===== config.mk =====
export PLATFORM = sky130hd
export DESIGN_NAME = sha256_padder
export DESIGN_NICKNAME = d
export VERILOG_FILES = /design/src/rtl/sha256_pkg.sv /design/src/rtl/sha256_pad_word.sv /design/src/rtl/sha256_padder.sv
export SDC_FILE = /design/constraint.sdc
export NUM_CORES = 2
export LEC_CHECK = 0
export ABC_AREA = 1
export CAP_MARGIN = 30
export CORE_MARGIN = 2
export CORE_UTILIZATION = 60
export CTS_CLUSTER_SIZE = 40
export DETAILED_ROUTE_END_ITERATION = 8
export PLACE_DENSITY = 0.77
export SETUP_SLACK_MARGIN = 0.4
export SYNTH_ARGS = -nofsm -noshare
export SYNTH_HDL_FRONTEND = slang
export SYNTH_HIERARCHICAL = 1
export SYNTH_SLANG_ARGS = --single-unit

===== constraint.sdc =====
create_clock -name clk -period 3.2 [get_ports clk]
set_input_delay 0.64 -clock clk [delete_from_list [all_inputs] [get_ports clk]]
set_output_delay 0.64 -clock clk [all_outputs]
set_load 0.01 [all_outputs]

===== src/rtl/sha256_pkg.sv =====
// sha256_pkg
// Shared types and constants for the SHA-256 message padder.
//   state_e      : padder FSM states
//   ADDR_START   : register address of the hash core's start register
//   START_FIRST  : start code for a message's first block (load initial hash value)
//   START_CHAIN  : start code for every later block (chain from previous digest)
//   PAD_BYTE     : the single 1-bit marker byte that follows the message
package sha256_pkg;

   typedef enum logic [2:0] {FILL, PAD, EMIT, WAIT, ZERO} state_e;

   localparam logic [4:0]  ADDR_START  = 5'd16;
   localparam logic [31:0] START_FIRST = 32'hFFFF_FFFF;
   localparam logic [31:0] START_CHAIN = 32'hFFFF_FFFE;
   localparam logic [7:0]  PAD_BYTE    = 8'h80;
   localparam logic [31:0] PAD_WORD    = {PAD_BYTE, 24'h00_0000};

endpackage


===== src/rtl/sha256_pad_word.sv =====
// sha256_pad_word
// Combinational shaping of the final message word: keeps the first nbytes
// bytes, drops the rest, and inserts the 0x80 marker right after them.
//   data   in  32  final message word, first byte in [31:24]
//   nbytes in   3  valid bytes, 0..4 (values above 4 behave as 4)
//   word   out 32  masked word with the marker inserted (or data unchanged)
//   spill  out  1  marker does not fit; it belongs at byte 0 of the next word
module sha256_pad_word
   import sha256_pkg::*;
(
   input  logic [31:0] data,
   input  logic [2:0]  nbytes,
   output logic [31:0] word,
   output logic        spill
);

   always_comb begin
      word  = data;
      spill = 1'b0;
      case (nbytes)
         3'd0:    word = {PAD_BYTE, 24'h00_0000};
         3'd1:    word = {data[31:24], PAD_BYTE, 16'h0000};
         3'd2:    word = {data[31:16], PAD_BYTE, 8'h00};
         3'd3:    word = {data[31:8], PAD_BYTE};
         default: spill = 1'b1;
      endcase
   end

endmodule


===== src/rtl/sha256_padder.sv =====
// sha256_padder
// Streams a big-endian word message in, applies SHA-256 padding and writes
// each 512-bit block to the hash core's register bus (addresses 0..15, then
// the start register at 16), waiting for hash_done between blocks.
//   clk        in   1  system clock
//   reset      in   1  asynchronous reset, active low
//   in_valid   in   1  input word valid
//   in_ready   out  1  word accepted this cycle when in_valid is also high
//   in_data    in  32  message bytes, first byte in [31:24]
//   in_last    in   1  final word of the message
//   in_nbytes  in   3  valid bytes in the final word (0..4, left-justified)
//   chipselect out  1  register-bus select
//   write      out  1  register-bus write strobe
//   address    out  5  0..15 data word, 16 start
//   writedata  out 32  block word or start code
//   hash_done  in   1  core finished hashing the last started block
//   msg_done   out  1  pulse when the final block of a message is hashed
//   busy       out  1  message in progress
//
// state | meaning
// FILL  | accepting message words into the block buffer
// PAD   | decide whether the length fits in this block
// EMIT  | 17 bus writes: words 0..15 then the start code
// WAIT  | waiting for hash_done from the core
// ZERO  | build the extra length-only block
module sha256_padder
   import sha256_pkg::*;
#(
   parameter int LEN_W = 32
)
(
   input  logic        clk,
   input  logic        reset,
   input  logic        in_valid,
   output logic        in_ready,
   input  logic [31:0] in_data,
   input  logic        in_last,
   input  logic [2:0]  in_nbytes,
   output logic        chipselect,
   output logic        write,
   output logic [4:0]  address,
   output logic [31:0] writedata,
   input  logic        hash_done,
   output logic        msg_done,
   output logic        busy
);

   state_e             state_q, state_d;
   logic [31:0]        blk_q [16];
   logic [31:0]        blk_d [16];
   logic [3:0]         wcnt_q, wcnt_d;
   logic [LEN_W-1:0]   bytecnt_q, bytecnt_d;
   logic [4:0]         ptr_q, ptr_d;
   logic               first_q, first_d;
   logic               final_q, final_d;
   logic               pend_q, pend_d;
   logic               carry_q, carry_d;
   logic               in_ready_q, in_ready_d;
   logic               cs_q, cs_d;
   logic [4:0]         address_q, address_d;
   logic [31:0]        writedata_q, writedata_d;
   logic               msg_done_q, msg_done_d;
   logic               busy_q, busy_d;

   logic [31:0]        pad_word;
   logic               pad_spill;
   logic [2:0]         nb_add;
   logic [63:0]        len64;
   logic               take;

   sha256_pad_word u_pad_word (
      .data   (in_data),
      .nbytes (in_nbytes),
      .word   (pad_word),
      .spill  (pad_spill)
   );

   assign take   = in_valid & in_ready_q;
   assign nb_add = (in_nbytes > 3'd4) ? 3'd4 : in_nbytes;
   assign len64  = 64'(bytecnt_q) << 3;

   always_comb begin
      state_d    = state_q;
      blk_d      = blk_q;
      wcnt_d     = wcnt_q;
      bytecnt_d  = bytecnt_q;
      ptr_d      = ptr_q;
      first_d    = first_q;
      final_d    = final_q;
      pend_d     = pend_q;
      carry_d    = carry_q;
      msg_done_d = 1'b0;
      busy_d     = busy_q;

      case (state_q)
         FILL: begin
            if (take) begin
               busy_d = 1'b1;
               if (!in_last) begin
                  blk_d[wcnt_q] = in_data;
                  wcnt_d        = wcnt_q + 4'd1;
                  bytecnt_d     = bytecnt_q + LEN_W'(4);
                  if (wcnt_q == 4'd15) begin
                     final_d = 1'b0;
                     state_d = EMIT;
                  end
               end else begin
                  blk_d[wcnt_q] = pad_word;
                  bytecnt_d     = bytecnt_q + LEN_W'(nb_add);
                  ptr_d         = {1'b0, wcnt_q} + {4'd0, pad_spill};
                  // A full last word in slot 15 pushes the marker into the
                  // next block; ZERO re-creates it there.
                  if (pad_spill && wcnt_q != 4'd15) begin
                     blk_d[wcnt_q + 4'd1] = PAD_WORD;
                  end
                  state_d = PAD;
               end
            end
         end
         PAD: begin
            if (ptr_q <= 5'd13) begin
               blk_d[14] = len64[63:32];
               blk_d[15] = len64[31:0];
               final_d   = 1'b1;
            end else begin
               final_d = 1'b0;
               pend_d  = 1'b1;
               carry_d = (ptr_q == 5'd16);
            end
            state_d = EMIT;
         end
         EMIT: begin
            if (address_q == ADDR_START) begin
               state_d = WAIT;
            end
         end
         WAIT: begin
            if (hash_done) begin
               for (int i = 0; i < 16; i++) begin
                  blk_d[i] = '0;
               end
               first_d = 1'b0;
               wcnt_d  = '0;
               if (pend_q) begin
                  state_d = ZERO;
               end else begin
                  state_d = FILL;
                  if (final_q) begin
                     msg_done_d = 1'b1;
                     busy_d     = 1'b0;
                     first_d    = 1'b1;
                     bytecnt_d  = '0;
                  end
               end
            end
         end
         ZERO: begin
            blk_d[0]  = carry_q ? PAD_WORD : 32'h0;
            blk_d[14] = len64[63:32];
            blk_d[15] = len64[31:0];
            final_d   = 1'b1;
            pend_d    = 1'b0;
            carry_d   = 1'b0;
            state_d   = EMIT;
         end
         default: state_d = FILL;
      endcase

      // Bus outputs are registered, so they are computed from the next state;
      // the first write of a block therefore reads the buffer's next value.
      in_ready_d  = (state_d == FILL);
      cs_d        = 1'b0;
      address_d   = '0;
      writedata_d = '0;
      if (state_d == EMIT) begin
         cs_d = 1'b1;
         if (state_q != EMIT) begin
            address_d   = 5'd0;
            writedata_d = blk_d[0];
         end else if (address_q == 5'd15) begin
            address_d   = ADDR_START;
            writedata_d = first_q ? START_FIRST : START_CHAIN;
         end else begin
            address_d   = address_q + 5'd1;
            writedata_d = blk_q[address_q[3:0] + 4'd1];
         end
      end
   end

   always_ff @(posedge clk or negedge reset) begin
      if (!reset) begin
         state_q     <= FILL;
         for (int i = 0; i < 16; i++) begin
            blk_q[i] <= '0;
         end
         wcnt_q      <= '0;
         bytecnt_q   <= '0;
         ptr_q       <= '0;
         first_q     <= 1'b1;
         final_q     <= 1'b0;
         pend_q      <= 1'b0;
         carry_q     <= 1'b0;
         in_ready_q  <= 1'b1;
         cs_q        <= 1'b0;
         address_q   <= '0;
         writedata_q <= '0;
         msg_done_q  <= 1'b0;
         busy_q      <= 1'b0;
      end else begin
         state_q     <= state_d;
         blk_q       <= blk_d;
         wcnt_q      <= wcnt_d;
         bytecnt_q   <= bytecnt_d;
         ptr_q       <= ptr_d;
         first_q     <= first_d;
         final_q     <= final_d;
         pend_q      <= pend_d;
         carry_q     <= carry_d;
         in_ready_q  <= in_ready_d;
         cs_q        <= cs_d;
         address_q   <= address_d;
         writedata_q <= writedata_d;
         msg_done_q  <= msg_done_d;
         busy_q      <= busy_d;
      end
   end

   assign in_ready   = in_ready_q;
   assign chipselect = cs_q;
   assign write      = cs_q;
   assign address    = address_q;
   assign writedata  = writedata_q;
   assign msg_done   = msg_done_q;
   assign busy       = busy_q;

endmodule


==> flow_summary.yaml <==
worst_setup_path:
  cp_slowest_stage_delay_ns: 0.55
  path_max_fanout: 32
  cp-start-kind: "flip-flop"
  required_ns: 3.74
  r2r_setup_slack_ns: 0.45
  crit_path_cell_trace: "ha_1 -> and3_1 -> ha_1 -> nor2_2 -> buf_12 -> nand3_1 -> nand2_1 -> inv_1 -> nand2_1 -> inv_1"
  worstSetupPathType: "flip-flop to flip-flop"
  slowest_stage: "dfrtp_4"
  arrival_ns: 3.29
  end_kind: "flip-flop"
logic_synthesis:
  synth_nets: 6210
  netlist.area_leader.share: 0.3702
  syn_area_mm2: 0.04049
  ys_warn_count: 6
  ys_seq_area_frac: 0.3715
  yosysTopAreaCell: "dfrtp_1"
  ys_types: 49
  syn_area_per_cell_um2: 6.580
  syn_inst: 6154
  synth.area.top_cells: "dfrtp_1 (37%), o21ai_0 (18%), nand2_1 (12%)"
  synth-seq-cells: 601
timing:
  finalMaxSlewViolations: 0
  finalHoldViolCount: 0
  finClkSkew_ns: 0.02069
  finalSetupViolCount: 0
  max_freq_mhz: 363.0
  relSlewSlack: 0.3276
  fin_crit_sh: 0.8608
  period_needed_ns: 2.755
  tightest_slew_ns: 0.9981
  rsz0062_at_grt: "true"
power:
  p_leak_nw: 21.77
  ir_drop_v: 0.001013
  finalPower_mw: 39.52
  power_density_mw_per_mm2: 869.7
detailed_routing:
  vias: 46340
  viasPerCell: 6.634
  postRouteAntennaNets: 0
  drt_wl_total_um: 171100
  wl_per_cell_um: 24.50
  dr.pass1.iters: 7
  drt_iter0_drc: 7651
  drc: 0
clock_network:
  cts_buffers: 71
  cts_buffer_depth: 3
  clk_latency_ns: 0.66
  cts_tree: "built"
  h-tree-depth: 3
  cts.sinks: 601
  clk_pin_slew_ns: 0.06
  cts_root_buffer: "clkbuf_16"
global_routing:
  grt_overflow_total: 0
  grt_pass1_vias: 42920
  grt_usage: 0.4871
  antenna_found_initial: 8
  grt_max_degree: 163
  grt_pass1_wl_um: 261100
finish:
  syn_to_final_growth_pct: 12.23
  final_area_mm2: 0.04544
  drive_gt1_frac: 0.07905
  num-nets-final: 6111
floorplanning:
  fp.dieH_um: 263.8
  pin_count: 82
  start_util: 0.6040
  chipWidth_um: 263.8
  coreArea_mm2: 0.06704
  rows: 95
  die_area_mm2: 0.06958
placement:
  gp_congestion: 1.007
  port-buffer-count: 81
  dp_hpwl_um: 111700
  place_area_mm2: 0.04291
worst_hold_path:
  hold_class: "input pin to flip-flop"
outcome:
  outcome: "finished, final reports clean"
flow_run:
  maxCapViolations: 0
## Yosys cell counts (all sizes together)
cell type,count
a22oi,1
xnor2,1
nor3b,2
and3,1
nor3,34
nand3,802
nand3b,4
o21bai,1
o31ai,29
dfstp,2
ha,15
nand4,27
o22ai,10
nor2,286
a31oi,11
inv,677
o2111ai,1
nor4,2
o211ai,91
a31o,1
buf,119
o21ai,1484
mux2i,2
dfrtp,599
or2,8
a21oi,268
clkinv,3
o21a,1
nand2,1273
clkbuf,390
fa,1
xor2,6
a211oi,2
## path summary, 6_finish.rpt
| check | end | from | cells after the start |
|---|---|---|---|
| worst min-delay path | bytecnt_q[1] | in_last | 3 |
| min in group asynchronous | blk_q[173] | reset | 2 |
| worst min register to register | first_q | first_q | 2 |
| max in group asynchronous | in_ready | reset | 3 |
| worst max-delay path | writedata[31] | address[0] | 10 |
| worst max register to register | writedata[31] | address[0] | 10 |
## where the power goes
group	internal, mW	switching [mW]
Combinational	6.06	14.7
Sequential	9.16	1.04
Clock	5.07	3.54
## repair_timing
item,CTS,global route
endpoints found under the setup margin,0,110
setup buffers,0,5
resized for setup,0,13
endpoints found under the hold margin,37,0
hold buffers,1,0
## area by class of cell
cell class	count	area [µm²]
tap	873	1092
antenna	2	5.005
multi-input combinational	4364	21070
clock inverter	16	219.0
clock buffer	112	2176
fill	5989	21600
inverter	680	2556
timing repair buffer	337	3277
sequential	601	15050
## worst max-delay path: cells and delay by family, from the launching register on
kind / cells / cell delay (ns)
AND/OR/NAND/NOR: 5 / 1.05
adder cells (fa/ha/maj): 2 / 0.65
flip-flops: 1 / 0.55
buffers and inverters: 3 / 0.35
## layer usage
layer / track usage / wire, µm / vias up
met3: 0.1418 / 23510 / 990
li1: - / - / 20250
met5: 0 / 95 / -
met1: 0.6126 / 59340 / 21270
met4: 0.4083 / 17490 / 14
met2: 0.6911 / 70700 / 3812
## state kept, by name (all words and copies together) (netlist names), 3 cells and up
signal	count
blk_q	512
bytecnt_q	32
writedata	32
address	5
ptr_q	5
wcnt_q	4
state_q	3
## layout by cell type, fill, tap and decap left out, types with 4 or more instances in the layout
master              n
clkinv_2            8
xor2_1              4
buf_12             40
clkdlybuf4s50_1    79
o21ai_1            52
o31ai_1            29
a21oi_4             4
ha_1               14
clkbuf_16          75
nor2_2             25
clkbuf_8           16
inv_2              12
nand3_1           791
a21oi_1           262
dfrtp_1           598
nor2_1            257
a31oi_4             4
nand4_1            27
nand2_1          1258
clkbuf_1           21
nand3_2             9
or2_2               8
o22ai_1            10
o21ai_0          1431
o211ai_1           91
buf_4             209
nor3_4             18
inv_1             663
nor2_4              4
bufinv_16           5
a31oi_1             4
nor3_1             13
nand2_2            14
nand3b_1            4
## cell families after synthesis
logic type / after synthesis / share of synthesized area
xor+xnor: 7 / 0.001514
buf+inv: 1189 / 0.1142
flops: 601 / 0.3715
mux: 2 / 0.0004944
simple gates: 2439 / 0.2622
fa+ha+maj: 16 / 0.005129
compound gates: 1900 / 0.2450
## through the flow
stage               setup slack, ns  utilization  std cells  TNS [ns]  hold slack (ns)
floorplan                    0.6261            -       6154         0           0.3444
global placement             0.1069       0.6401       6847         0           0.4537
detailed placement         -0.03326       0.6401       6847  -0.03326           0.4610
CTS                          0.4218       0.6759       6976         0           0.3692
global route                 0.3710       0.6778       6983         0           0.3765
finish                       0.4453       0.6778       6985         0           0.3649
Power figures use the tool's default switching activity.
